**src/rtl/uart_tx_arbiter.sv**
```systemverilog
// Round-robin packet arbiter in front of the UART tx FIFO write port; a grant is held for a whole packet.
// Optional header byte before each packet: define UART_TX_ARB_HDR_EN.
//
// state  | meaning
// IDLE   | no grant; pick the next valid requester from the rr pointer (one cycle)
// HDR    | (UART_TX_ARB_HDR_EN only) write {1, 0.., grant_id} ahead of the payload
// XFER   | forward the granted requester's bytes until last or stall timeout
module uart_tx_arbiter #(
  parameter int dbits       = 8,
  parameter int NREQ        = 4,
  parameter int STALL_LIMIT = 255
) (
  input  logic                    clk,
  input  logic                    reset,
  input  logic [NREQ-1:0]         s_valid,
  input  logic [NREQ*dbits-1:0]   s_data,
  input  logic [NREQ-1:0]         s_last,
  output logic [NREQ-1:0]         s_ready,
  input  logic                    tx_full,
  output logic                    wr_uart,
  output logic [dbits-1:0]        w_data,
  output logic                    busy,
  output logic [$clog2(NREQ)-1:0] grant_id,
  output logic                    stall_abort
);

  localparam int GW = $clog2(NREQ);
  localparam int CW = $clog2(STALL_LIMIT + 1);
  localparam logic [GW-1:0] LAST_ID  = GW'(NREQ - 1);
  localparam logic [CW-1:0] STALL_TC = CW'(STALL_LIMIT - 1);

`ifdef UART_TX_ARB_HDR_EN
  typedef enum logic [1:0] {S_IDLE, S_HDR, S_XFER} state_t;
`else
  typedef enum logic [1:0] {S_IDLE, S_XFER} state_t;
`endif

  state_t          state;
  logic [GW-1:0]   rr_ptr;
  logic [CW-1:0]   stall_cnt;
  logic [dbits-1:0] req_byte [NREQ];
  logic            g_valid;
  logic            g_last;
  logic            arb_found;
  logic [GW-1:0]   arb_idx;
  logic [GW-1:0]   next_ptr;

  for (genvar g = 0; g < NREQ; g++) begin : g_slice
    assign req_byte[g] = s_data[g*dbits +: dbits];
  end

  assign g_valid  = s_valid[grant_id];
  assign g_last   = s_last[grant_id];
  assign next_ptr = (grant_id == LAST_ID) ? '0 : grant_id + GW'(1);

  // Walk offsets from the far end so the lowest offset from rr_ptr wins.
  always_comb begin
    arb_found = 1'b0;
    arb_idx   = '0;
    for (int i = NREQ - 1; i >= 0; i--) begin
      int j;
      j = int'(rr_ptr) + i;
      if (j >= NREQ) j = j - NREQ;
      if (s_valid[j]) begin
        arb_found = 1'b1;
        arb_idx   = GW'(j);
      end
    end
  end

`ifdef UART_TX_ARB_HDR_EN
  logic [dbits-1:0] hdr_byte;
  always_comb begin
    hdr_byte            = '0;
    hdr_byte[dbits-1]   = 1'b1;
    hdr_byte[GW-1:0]    = grant_id;
  end
`endif

  // Write path is combinational so a byte moves in the same cycle it is offered.
  always_comb begin
    wr_uart = 1'b0;
    s_ready = '0;
    w_data  = '0;
    case (state)
      S_XFER: begin
        wr_uart           = g_valid & ~tx_full;
        s_ready[grant_id] = g_valid & ~tx_full;
        w_data            = req_byte[grant_id];
      end
`ifdef UART_TX_ARB_HDR_EN
      S_HDR: begin
        wr_uart = ~tx_full;
        w_data  = hdr_byte;
      end
`endif
      default: ;
    endcase
  end

  always_ff @(posedge clk or negedge reset) begin
    if (!reset) begin
      state       <= S_IDLE;
      rr_ptr      <= '0;
      grant_id    <= '0;
      busy        <= 1'b0;
      stall_cnt   <= '0;
      stall_abort <= 1'b0;
    end else begin
      stall_abort <= 1'b0;
      case (state)
        S_IDLE: begin
          stall_cnt <= '0;
          if (arb_found) begin
            grant_id <= arb_idx;
            busy     <= 1'b1;
`ifdef UART_TX_ARB_HDR_EN
            state    <= S_HDR;
`else
            state    <= S_XFER;
`endif
          end
        end
`ifdef UART_TX_ARB_HDR_EN
        S_HDR: begin
          stall_cnt <= '0;
          if (!tx_full) state <= S_XFER;
        end
`endif
        S_XFER: begin
          // A valid byte held off by tx_full is backpressure, not a stall.
          if (g_valid) begin
            stall_cnt <= '0;
            if (!tx_full && g_last) begin
              state  <= S_IDLE;
              busy   <= 1'b0;
              rr_ptr <= next_ptr;
            end
          end else if (stall_cnt == STALL_TC) begin
            stall_cnt   <= '0;
            stall_abort <= 1'b1;
            state       <= S_IDLE;
            busy        <= 1'b0;
            rr_ptr      <= next_ptr;
          end else begin
            stall_cnt <= stall_cnt + CW'(1);
          end
        end
        default: state <= S_IDLE;
      endcase
    end
  end

endmodule
```
**config.mk**
```make
export PLATFORM = sky130hd
export DESIGN_NAME = uart_tx_arbiter
export DESIGN_NICKNAME = d
export VERILOG_FILES = /design/src/rtl/uart_tx_arbiter.sv
export SDC_FILE = /design/constraint.sdc
export NUM_CORES = 1
export LEC_CHECK = 0
export BUFFER_PORTS_ARGS = -buffer_cell sky130_fd_sc_hd__buf_2
export CAP_MARGIN = 40
export CORE_MARGIN = 4
export CORE_UTILIZATION = 44
export DETAILED_ROUTE_END_ITERATION = 7
export GPL_TIMING_DRIVEN = 0
export PLACE_DENSITY_LB_ADDON = 0.25
export SETUP_SLACK_MARGIN = 0.02
export SLEW_MARGIN = 10
export SYNTH_ARGS = -nofsm -noshare
export SYNTH_HDL_FRONTEND = slang
export SYNTH_SLANG_ARGS = --single-unit
export TNS_END_PERCENT = 100
```
**constraint.sdc**
```tcl
create_clock -name clk -period 2.4 [get_ports clk]
set_input_delay 0.48 -clock clk [delete_from_list [all_inputs] [get_ports clk]]
set_output_delay 0.48 -clock clk [all_outputs]
set_load 0.1 [all_outputs]
```
# Yosys cells after proc, flatten, opt, wreduce, memory -nomap -nowiden
# Index checks and enable logic that the tools add are counted.
[word_totals]
regBits = 16
inputBits = 43
out_inout_bits = 17
elab_cells = 103
[classes]
n_addsub = 9
n_lt_le_gt_ge = 11
n_eq_ne = 7
n_mux = 56
n_bitwise = 4
n_reduce_logical = 10
[ops]
columns = ["operator", "count"]
rows = [
  ["32-bit by 4-bit less-than comparator with 1-bit output, second input constant", 4],
  ["32-bit 2-to-1 mux", 4],
  ["8-bit 2-to-1 mux", 5],
  ["2-bit 2-to-1 mux", 12],
  ["1-bit 2-to-1 mux", 23],
  ["8-bit binary-select mux with 2-bit select", 1],
  ["8-bit one-hot mux with 2 select lines", 1],
  ["1-bit binary-select mux with 2-bit select", 6],
  ["3-bit >= comparator, second input constant", 4],
  ["3-bit by 3-bit subtractor with 4-bit output, second input constant", 3],
  ["8-bit by 1-bit adder with 8-bit output, second input constant", 1],
  ["8-bit == test, second input constant", 1],
  ["2-bit by 2-bit adder with 3-bit output, second input constant", 2],
  ["3-bit != test, second input constant", 2],
  ["3-bit AND reduction", 2],
  ["4-bit AND", 1],
  ["4-bit 2-to-1 mux", 1],
  ["2-bit one-hot mux with 2 select lines", 1],
  ["4-bit AND reduction", 1],
  ["2-bit nonzero test", 2],
  ["2-bit by 3-bit subtractor with 4-bit output, second input constant", 1],
  ["2-bit by 1-bit adder with 3-bit output, second input constant", 1],
  ["2-bit by 3-bit >= comparator with 1-bit output, second input constant", 1],
  ["2-bit by 3-bit less-than comparator with 1-bit output, second input constant", 1],
  ["other kinds (15)", 16],
]

# Depth between registers and ports, before layout
# Gate-level depths: netlist of the first run.
[logic_depth]
depth_word = 12
mapped_depth = 5
ltp_nobuf = 5

# Least setup slack after synthesis of the first run
# OpenSTA, ideal clock, no wires.
[synth_path]
path_type = "register -> output"
from = "register grant_id[0]"
to = "output port s_ready[0]"
arrival_ns = 3.179
t_required_ns = 1.920
setup_slack_ns = -1.259
path_stages_with_launch = 4
path_buffers = 0
path_cell_list = "dfrtp_1 mux4_2 and3b_1 and2_1"
[synth_via]
elab_chain_cells = 6
word_cells_on_any_way = 10
classes_between = "order compare (2); mux (5); bitwise (2); reduce/logical (1)"
[synth_rtl]
columns = ["item", "line_no", "text"]
rows = [
  ["start: declaration", "23", "output logic [$clog2(NREQ)-1:0] grant_id,"],
  ["start signal: assignment", "115", "grant_id <= arb_idx;"],
  ["2-bit by 3-bit less-than comparator with 1-bit output (not written as such) or 2-bit by 1-bit >= comparator with 1-bit output (tied branches)", "88", "s_ready[grant_id] = g_valid & ~tx_full;"],
  ["1-bit logical AND (not written as such)", "88", ""],
  ["1-bit 2-to-1 mux (not written as such)", "88", ""],
  ["1-bit demux with 2-bit select", "88", ""],
  ["4-bit AND (no line) (*)", "--", ""],
  ["4-bit 2-to-1 mux (*)", "85", "case (state)"],
  ["end: declaration", "18", "output logic [NREQ-1:0] s_ready,"],
]
# Mark *: on every way between the ends. The rest lies on a longest branch, timed or not. The select of a mux whose other input is x is not followed.

# Final worst setup path of the first run
[layout_path]
from = "register grant_id[1]"
to = "output port s_ready[0]"
# Same word-level chain as after synthesis.

==> results.toml, run 1 <==
[pwr]
ir_drop_v = 0.00151
p_switching_uw = 1370
seq_power_share = 0.172
power.total_uw = 2290
p_per_area_nw_per_um2 = 1490
leakage_uw = 0.000757
power_frac_clock = 0.060
comb_power_share = 0.769
p_int_uw = 916
p_sw_frac = 0.599

[sta]
hold_viol_final = 0
fin_setup_tns_ns = 0
fin_worst_skew_ns = 0.00340
clock.fmax_mhz = 433
slew_headroom = 0.670
finalSetupViolCount = 0
fin_crit_sh = 0.961
tightestPinTransition_ns = 0.498
rsz0062_at_grt = "no"
finalCriticalPeriod_ns = 2.31
drv_slew = 0

[floorplan]
initial_core_util = 0.475
die_area_um2 = 3310
placementRows = 17
dieHeight_um = 57.6
io_pins = 60
core-area_um2 = 2280
die_w_um = 57.6

[grt]
busiest_layer = "met2"
met1_usage = 0.226
grt_pass1_wl_um = 4600
grt_max_degree = 15
gr-usage-met2 = 0.295
grt_pass1_vias = 968
antenna_found_initial = 0
grtUsageTotal = 0.174
met3_usage = 0.0452
overflow = 0

[run]
max-cap-violations = 0

[synth]
synth.largest_area_cell = "dfrtp_1"
synth_seq_area_share = 0.324
ys_top_cells_by_count = "dfrtp_1 (14), and2_1 (12), nor2_1 (10)"
synth_most_common_cell = "dfrtp_1"
async_flop_share = 1.00
syn_nets = 147
synth_cell_type_count = 31
synth-adder-area-share = 0.0694
synth_top_family_by_area = "multiplexers"
ys.flop_type = "dfrtp_1"
muxShareOfSynthArea = 0.245
avgSynthCellArea_um2 = 11.0
ys_seq_elements = 14
synthXorXnorAreaFrac = 0.0486
yosys-top-cells-area = "dfrtp_1 (32%), mux4_2 (19%), and2_1 (6.9%)"
yosysWarnings = 0
synth_compound_area_frac = 0.0810
syn_area_um2 = 1080
synth-simple-area-share = 0.205
synth_cells = 98
synth.top_cell.area_share = 0.324
synth-edff-count = 0

[critical_path]
regToRegEndpoint = "rr_ptr[1]$_DFFE_PN0P_"
cp-start-kind = "flop"
r2r_slack_ns = 0.61
worst_ep_required_time_ns = 1.92
cp_max_fo = 6
crit_type = "reg2out"
crit_arrival_ns = 1.83
rr_startpoint = "grant_id[1]$_DFFE_PN0P_"
end_kind = "output port"
r2r_cells = 5

[route]
ant_nets = 0
num_vias = 1031
dr.pass1.iters = 4
drc = 0
drt-initial-drc-count = 37
finalWirelength_um = 2930
routed_via_density = 5.37
wl_per_cell_um = 15.3

[place]
dp_hpwl_um = 2300
io_buffers = 59
gp_congestion = 0.827

[clocking]
hold_buffers = 0
htreeDepth = 1
clock_sinks = 14
cts_tree = "yes"
insertion_delay_ns = 0.28
cts_inserted_buffers = 3
cts_root_buf = "clkbuf_4"
clockBufferDepth = 2
worst_setup_hold_path_clk_slew_ns = 0.08

[finish]
nets = 214
drive_gt1_frac = 0.573
diodes = 0
area_growth_pct = 42.1

[worst_hold_path]
min-delay-path-class = "in2async"

[run_status]
outcome = "complete, no violations"
[critical path, stage by stage (launching register included)]
cell and delay, ns:
dfrtp_4 0.45, mux4_2 0.51, and3b_4 0.21, and2_4 0.15, buf_4 0.22
[worst max-delay path by stage]
stage	from	to	cells after the start
global route	grant_id[0]$_DFFE_PN0P_	w_data[6]	4
global placement	s_valid[3]	s_ready[0]	5
CTS	grant_id[0]$_DFFE_PN0P_	w_data[7]	4
detailed placement	s_valid[3]	s_ready[0]	5
floorplan	grant_id[1]$_DFFE_PN0P_	s_ready[0]	3
finish	grant_id[1]$_DFFE_PN0P_	s_ready[0]	4
[kinds of logic (layout without fill, tap and decap cells)]
family	after synthesis	count (layout)
adder cells (fa/ha/maj)	6	6
XOR/XNOR	6	6
multiplexers	15	15
AND/OR/NAND/NOR	39	39
AO/OA/AOI/OAI	11	11
flip-flops	14	14
buffers and inverters	7	73
[routing by layer]
layer  vias to the layer above  part of all wire
met5                         -                 0
met4                         0            0.0055
met3                         4              0.11
met2                        54              0.47
met1                       480              0.41
li1                        493                 -
[flip-flops by register name, summed over array words and instances (netlist names)]
| signal | cells |
|---|---|
| busy | 1 |
| grant_id | 2 |
| rr_ptr | 2 |
| stall_abort | 1 |
| stall_cnt | 8 |
[metrics by stage]
step	cells	instance area (µm²)	setup WS (ns)	util	hold WS [ns]
2_1_floorplan	98	1110	0.00357	-	0.184
3_3_place_gp	185	1440	0.113	0.634	0.386
3_5_place_dp	185	1440	0.0981	0.634	0.385
4_1_cts	190	1510	0.0110	0.665	0.0893
5_1_grt	192	1540	0.0200	0.675	0.0881
6_report	192	1540	0.0925	0.675	0.0827
[power by group through the flow]
stage	logic, µW	registers, µW	clock network [µW]
after floorplan	1220	556	0
after global placement	1620	398	0
after detailed placement	1640	402	0
after CTS	1720	399	137
after global routing	1850	405	153
final	1760	393	136
[placed cells by master, fill, tap and decap left out]
cell type and count:
a21o_1 2, a21oi_1 2, and2_2 8, and2_4 4, and3_1 1, and3b_4 1
and4_1 2, buf_2 48, buf_4 14, buf_6 1, buf_8 1, clkbuf_1 2
clkbuf_4 3, dfrtp_1 11, dfrtp_2 1, dfrtp_4 2, ha_1 6, inv_1 4
mux2_1 2, mux2i_1 4, mux4_2 9, nand2_1 2, nand2b_1 1, nand3_1 3
nand3b_1 1, nand4_1 2, nor2_1 10, nor3b_1 1, nor4_1 1, o211ai_2 1
o21a_1 1, o21ai_0 2, o221ai_1 2, o221ai_2 1, or2_1 1, or2b_1 1
xnor2_1 1, xor2_1 5
[what timing repair did]
item / in CTS / in global routing
cloned: 0 / 0
pin swaps: 0 / 0
setup endpoints to repair: 12 / 8
hold endpoints to repair: 0 / 0
setup buffers: 1 / 2
resized for setup: 14 / 2
[layout make-up]
type / instances / area, µm²
tap: 28 / 35.0
fill: 184 / 739
multi-input combinational: 77 / 726
sequential: 14 / 359
buffer: 3 / 23.8
clock buffer: 4 / 26.3
inverter: 4 / 15.0
timing repair buffer: 62 / 352
Power figures use the tool's default switching activity.
==> run 2, diff against run 1 <==
Settings changed: REMOVE_ABC_BUFFERS from default to 1.
==> run 2 against run 1 <==
  * Core utilization is the same
  * First-iteration DRC count down 11%
  * Setup slack got worse by 0.0080 ns
  * Non-clock buffer count increased by 2
  * Via count increased by 0.29%
  * Die area unchanged
  * Sequential power grew 1%
  * Sequential cell count did not move
  * Critical path type unchanged
==> results.toml, run 2 (same netlist as run 1, synthesis figures left out) <==
[finish]
nets = 216
area_growth_pct = 42.1
drive_gt1_frac = 0.506
top_register = "stall_cnt"
top_regs = "stall_cnt: 8 flops, grant_id: 2 flops, rr_ptr: 2 flops"
nFillCells = 164
largest_reg_flops = 8
diodes = 0
layout_commonest_cell = "buf_2"
final_cell_mix = "buf_2 (54), and2_1 (12), dfrtp_1 (12)"

[critical_path]
rr_startpoint = "grant_id[1]$_DFFE_PN0P_"
r2r_slack_ns = 0.51
cpLargestDelayFamily = "multiplexers"
regToRegEndpoint = "rr_ptr[0]$_DFFE_PN0P_"
crit_arrival_ns = 1.84
path_cells = "mux4_2 -> and3b_1 -> and2_1 -> buf_4"
crit_type = "reg2out"
r2r_cells = 6
path_buf_inv = 1
cp_max_fo = 5
cp-start-kind = "flop"
worst_ep_required_time_ns = 1.92
crit_path_start = "grant_id[1]$_DFFE_PN0P_"
crit_end = "s_ready[0]"
end_kind = "output port"
crit_cells = 4
critPathMaxStageDelay_ns = 0.55
cp_slowest_cell = "mux4_2"

[floorplan]
die_w_um = 57.6
dieHeight_um = 57.6
initial_core_util = 0.475
core-area_um2 = 2280
placementRows = 17
io_pins = 60
die_area_um2 = 3310

[grt]
grt_pass1_wl_um = 4520
grt_max_degree = 16
antenna_found_initial = 0
overflow = 0
grt_pass1_vias = 1009
grtUsageTotal = 0.174

[pwr]
p_per_area_nw_per_um2 = 1490
leakage_uw = 0.000770
ir_drop_v = 0.00144
power.total_uw = 2280

[clocking]
cts_tree = "yes"
cts_inserted_buffers = 3
cts_root_buf = "clkbuf_4"
insertion_delay_ns = 0.29
htreeDepth = 1
hold_buffers = 0
worst_setup_hold_path_clk_slew_ns = 0.09
clock_sinks = 14
clockBufferDepth = 2

[route]
ant_nets = 0
dr.pass1.iters = 4
routed_via_density = 5.33
drt-initial-drc-count = 33
finalWirelength_um = 2750
drc = 0
num_vias = 1034
wl_per_cell_um = 14.2

[sta]
finalCriticalPeriod_ns = 2.32
finalSetupViolCount = 0
fin_worst_skew_ns = 0.00280
drv_slew = 0
tightestPinTransition_ns = 0.492
final.setup.worst_slack_ns = 0.0845
slew_headroom = 0.674
rsz0062_at_grt = "no"
clock.fmax_mhz = 432
hold_viol_final = 0
fin_crit_sh = 0.965

[place]
io_buffers = 59
place_ws_ns = -0.142
gp_congestion = 0.771
dp_hpwl_um = 2170

[run]
max-cap-violations = 0

[run_status]
outcome = "complete, no violations"

[worst_hold_path]
min-delay-path-class = "in2async"
## run 2: worst min-delay path by stage
stage,end
2_1_floorplan,busy$_DFFE_PN0P_
3_3_place_gp,stall_cnt[5]$_DFF_PN0_
3_5_place_dp,stall_cnt[4]$_DFF_PN0_
4_1_cts,stall_cnt[4]$_DFF_PN0_
5_1_grt,rr_ptr[0]$_DFFE_PN0P_
6_report,stall_cnt[4]$_DFF_PN0_
## run 2: metal layers
layer,global-route usage,vias up,part of all wire
met5,0,-,0
met4,0.0695,0,0.021
met3,0.0385,7,0.11
met2,0.310,50,0.48
met1,0.199,481,0.39
li1,-,496,-
## run 2: timing repair
| item | CTS | global route |
|---|---|---|
| setup endpoints to repair | 13 | 6 |
| setup buffers | 2 | 6 |
| resized for setup | 7 | 1 |
## run 2: report_power, final
part | switching [µW] | leakage, µW | internal, µW
sequential | 97.4 | 0.000181 | 300
combinational | 1190 | 0.000568 | 525
clock | 79.5 | 0.0000210 | 92.5
total | 1360 | 0.000770 | 918
## run 2: final cells by class
| type | count | area (µm²) | share of cell area |
|---|---|---|---|
| Clock buffer | 4 | 36.3 | 0.0236 |
| Inverter | 4 | 15.0 | 0.00977 |
| Multi-Input combinational cell | 77 | 702 | 0.457 |
| Sequential cell | 14 | 355 | 0.231 |
| Tap cell | 28 | 35.0 | 0.0228 |
| Timing Repair Buffer | 67 | 393 | 0.256 |
## run 2: metrics by stage
step,setup TNS (ns),hold WS [ns],util,instances,cell area (µm²)
floorplan,-11.70,0.184,-,95,1070
global placement,-0.463,0.390,0.614,182,1400
detailed placement,-0.601,0.395,0.614,182,1400
CTS,0,0.0814,0.643,188,1460
global route,0,0.0872,0.675,194,1540
finish,0,0.0702,0.675,194,1540
==> run 3, diff against run 2 <==
Settings changed: BUFFER_PORTS_ARGS -buffer_cell sky130_fd_sc_hd__buf_2 to -buffer_cell sky130_fd_sc_hd__buf_4.
==> run 3 against run 2 <==
  * Combinational power increased by 4%
  * Die area unchanged
  * Sequential power decreased by 2%
  * Final area increased by 8.1%
  * Count of clock-buffer cells in the layout unchanged
  * Non-clock buffer count decreased by 2
  * Via count decreased by 1.7%
  * First-iteration DRC count decreased by 33%
  * Sequential cell count unchanged
  * Cell count decreased by 1.0%
  * Critical path depth unchanged
  * Wire length decreased by 0.18%
  * Largest cell class unchanged
  * Largest power group unchanged
  * Highest routed layer unchanged
==> results.toml, run 3 (same netlist as run 1, synthesis figures left out) <==
[grt]
antenna_found_initial = 0
grt_max_degree = 16
grt_pass1_wl_um = 4590
grtUsageTotal = 0.178
overflow = 0
grt_pass1_vias = 995

[finish]
nFillCells = 167
nets = 214
top_register = "stall_cnt"
area_growth_pct = 53.6
final_cell_mix = "buf_4 (60), and2_1 (12), dfrtp_1 (12)"
fin_cells = 192
diodes = 0
drive_gt1_frac = 0.506
top_regs = "stall_cnt: 8 flops, grant_id: 2 flops, rr_ptr: 2 flops"
fin_area_um2 = 1660
largest_reg_flops = 8
layout_commonest_cell = "buf_4"

[clocking]
cts_root_buf = "clkbuf_4"
htreeDepth = 1
cts_inserted_buffers = 3
cts_tree = "yes"
worst_setup_hold_path_clk_slew_ns = 0.09
insertion_delay_ns = 0.28
clock_sinks = 14
clockBufferDepth = 2

[pwr]
power.total_uw = 2330
p_per_area_nw_per_um2 = 1400
ir_drop_v = 0.00149
leakage_uw = 0.000802

[floorplan]
die_w_um = 57.6
placementRows = 17
initial_core_util = 0.475
dieHeight_um = 57.6
die_area_um2 = 3310
core-area_um2 = 2280
io_pins = 60

[sta]
fin_crit_sh = 0.961
fin_worst_skew_ns = 0.000389
holdWs_ns = 0.0282
finalSetupViolCount = 0
drv_slew = 0
final.setup.worst_slack_ns = 0.0928
clock.fmax_mhz = 433
hold_viol_final = 0
finalCriticalPeriod_ns = 2.31
slew_headroom = 0.735
tightestPinTransition_ns = 0.397
rsz0062_at_grt = "yes"

[critical_path]
cp_max_fo = 5
crit_type = "reg2out"
worst_ep_required_time_ns = 1.92
cp-start-kind = "flop"
end_kind = "output port"
crit_arrival_ns = 1.83

[route]
num_vias = 1016
routed_via_density = 5.29
wl_per_cell_um = 14.3
ant_nets = 0
finalWirelength_um = 2740
drt-initial-drc-count = 22
drc = 0
dr.pass1.iters = 4

[place]
place_ws_ns = -0.0633
dp_hpwl_um = 2210
gp_congestion = 0.794
io_buffers = 59
placed_cell_area_um2 = 1550
dp_cells = 182

[run]
max-cap-violations = 0

[run_status]
outcome = "complete, no violations"

[worst_hold_path]
min-delay-path-class = "in2async"
[run 3: critical path, stage by stage, from the launching register on]
cell and delay (ns):
dfrtp_2 0.38, mux4_2 0.55, and3b_2 0.25, and2_1 0.17, buf_6 0.18
[run 3: power by group]
group          switching, µW  internal (µW)
sequential              88.9            300
combinational           1190            574
clock                   79.2           92.3
[run 3: through the flow]
stage	utilization	setup TNS [ns]
after floorplan	-	-11.70
after global placement	0.679	-0.0622
after detailed placement	0.679	-0.218
after CTS	0.712	0
after global routing	0.730	0
final	0.730	0
[run 3: final timing paths]
path                                                 to               startpoint  cells past startpoint  slack, ns
worst max-delay path                         s_ready[2]  grant_id[1]$_DFFE_PN0P_                      4       0.09
worst min-delay path             stall_cnt[5]$_DFF_PN0_                    reset                      1       0.03
worst max register to register    rr_ptr[1]$_DFFE_PN0P_  grant_id[1]$_DFFE_PN0P_                      5       0.63
worst min register to register   stall_cnt[0]$_DFF_PN0_   stall_cnt[0]$_DFF_PN0_                      1       0.53
max in group asynchronous       grant_id[0]$_DFFE_PN0P_                    reset                      1       2.19
min in group clk                 stall_cnt[0]$_DFF_PN0_   stall_cnt[0]$_DFF_PN0_                      1       0.53
[run 3: metal layers]
metal | vias to the layer above | share of wire | global-route usage
met4 | 0 | 0.011 | 0.0497
li1 | 492 | - | -
met1 | 473 | 0.38 | 0.195
met5 | - | 0 | 0
met3 | 5 | 0.11 | 0.0633
met2 | 46 | 0.49 | 0.321
[run 3: cell type report]
type | instances | area [µm²] | area share
repair buffers | 65 | 515 | 0.310
clock buffers | 4 | 36.3 | 0.0219
multi-input cells | 77 | 703 | 0.424
well taps | 28 | 35.0 | 0.0211
inverters | 4 | 15.0 | 0.00904
flip-flops and latches | 14 | 355 | 0.214
[run 3: repair_timing]
action / CTS / global route
hold buffers: 0 / 0
resized for setup: 3 / 5
endpoints found under the setup margin: 13 / 4
setup buffers: 3 / 3
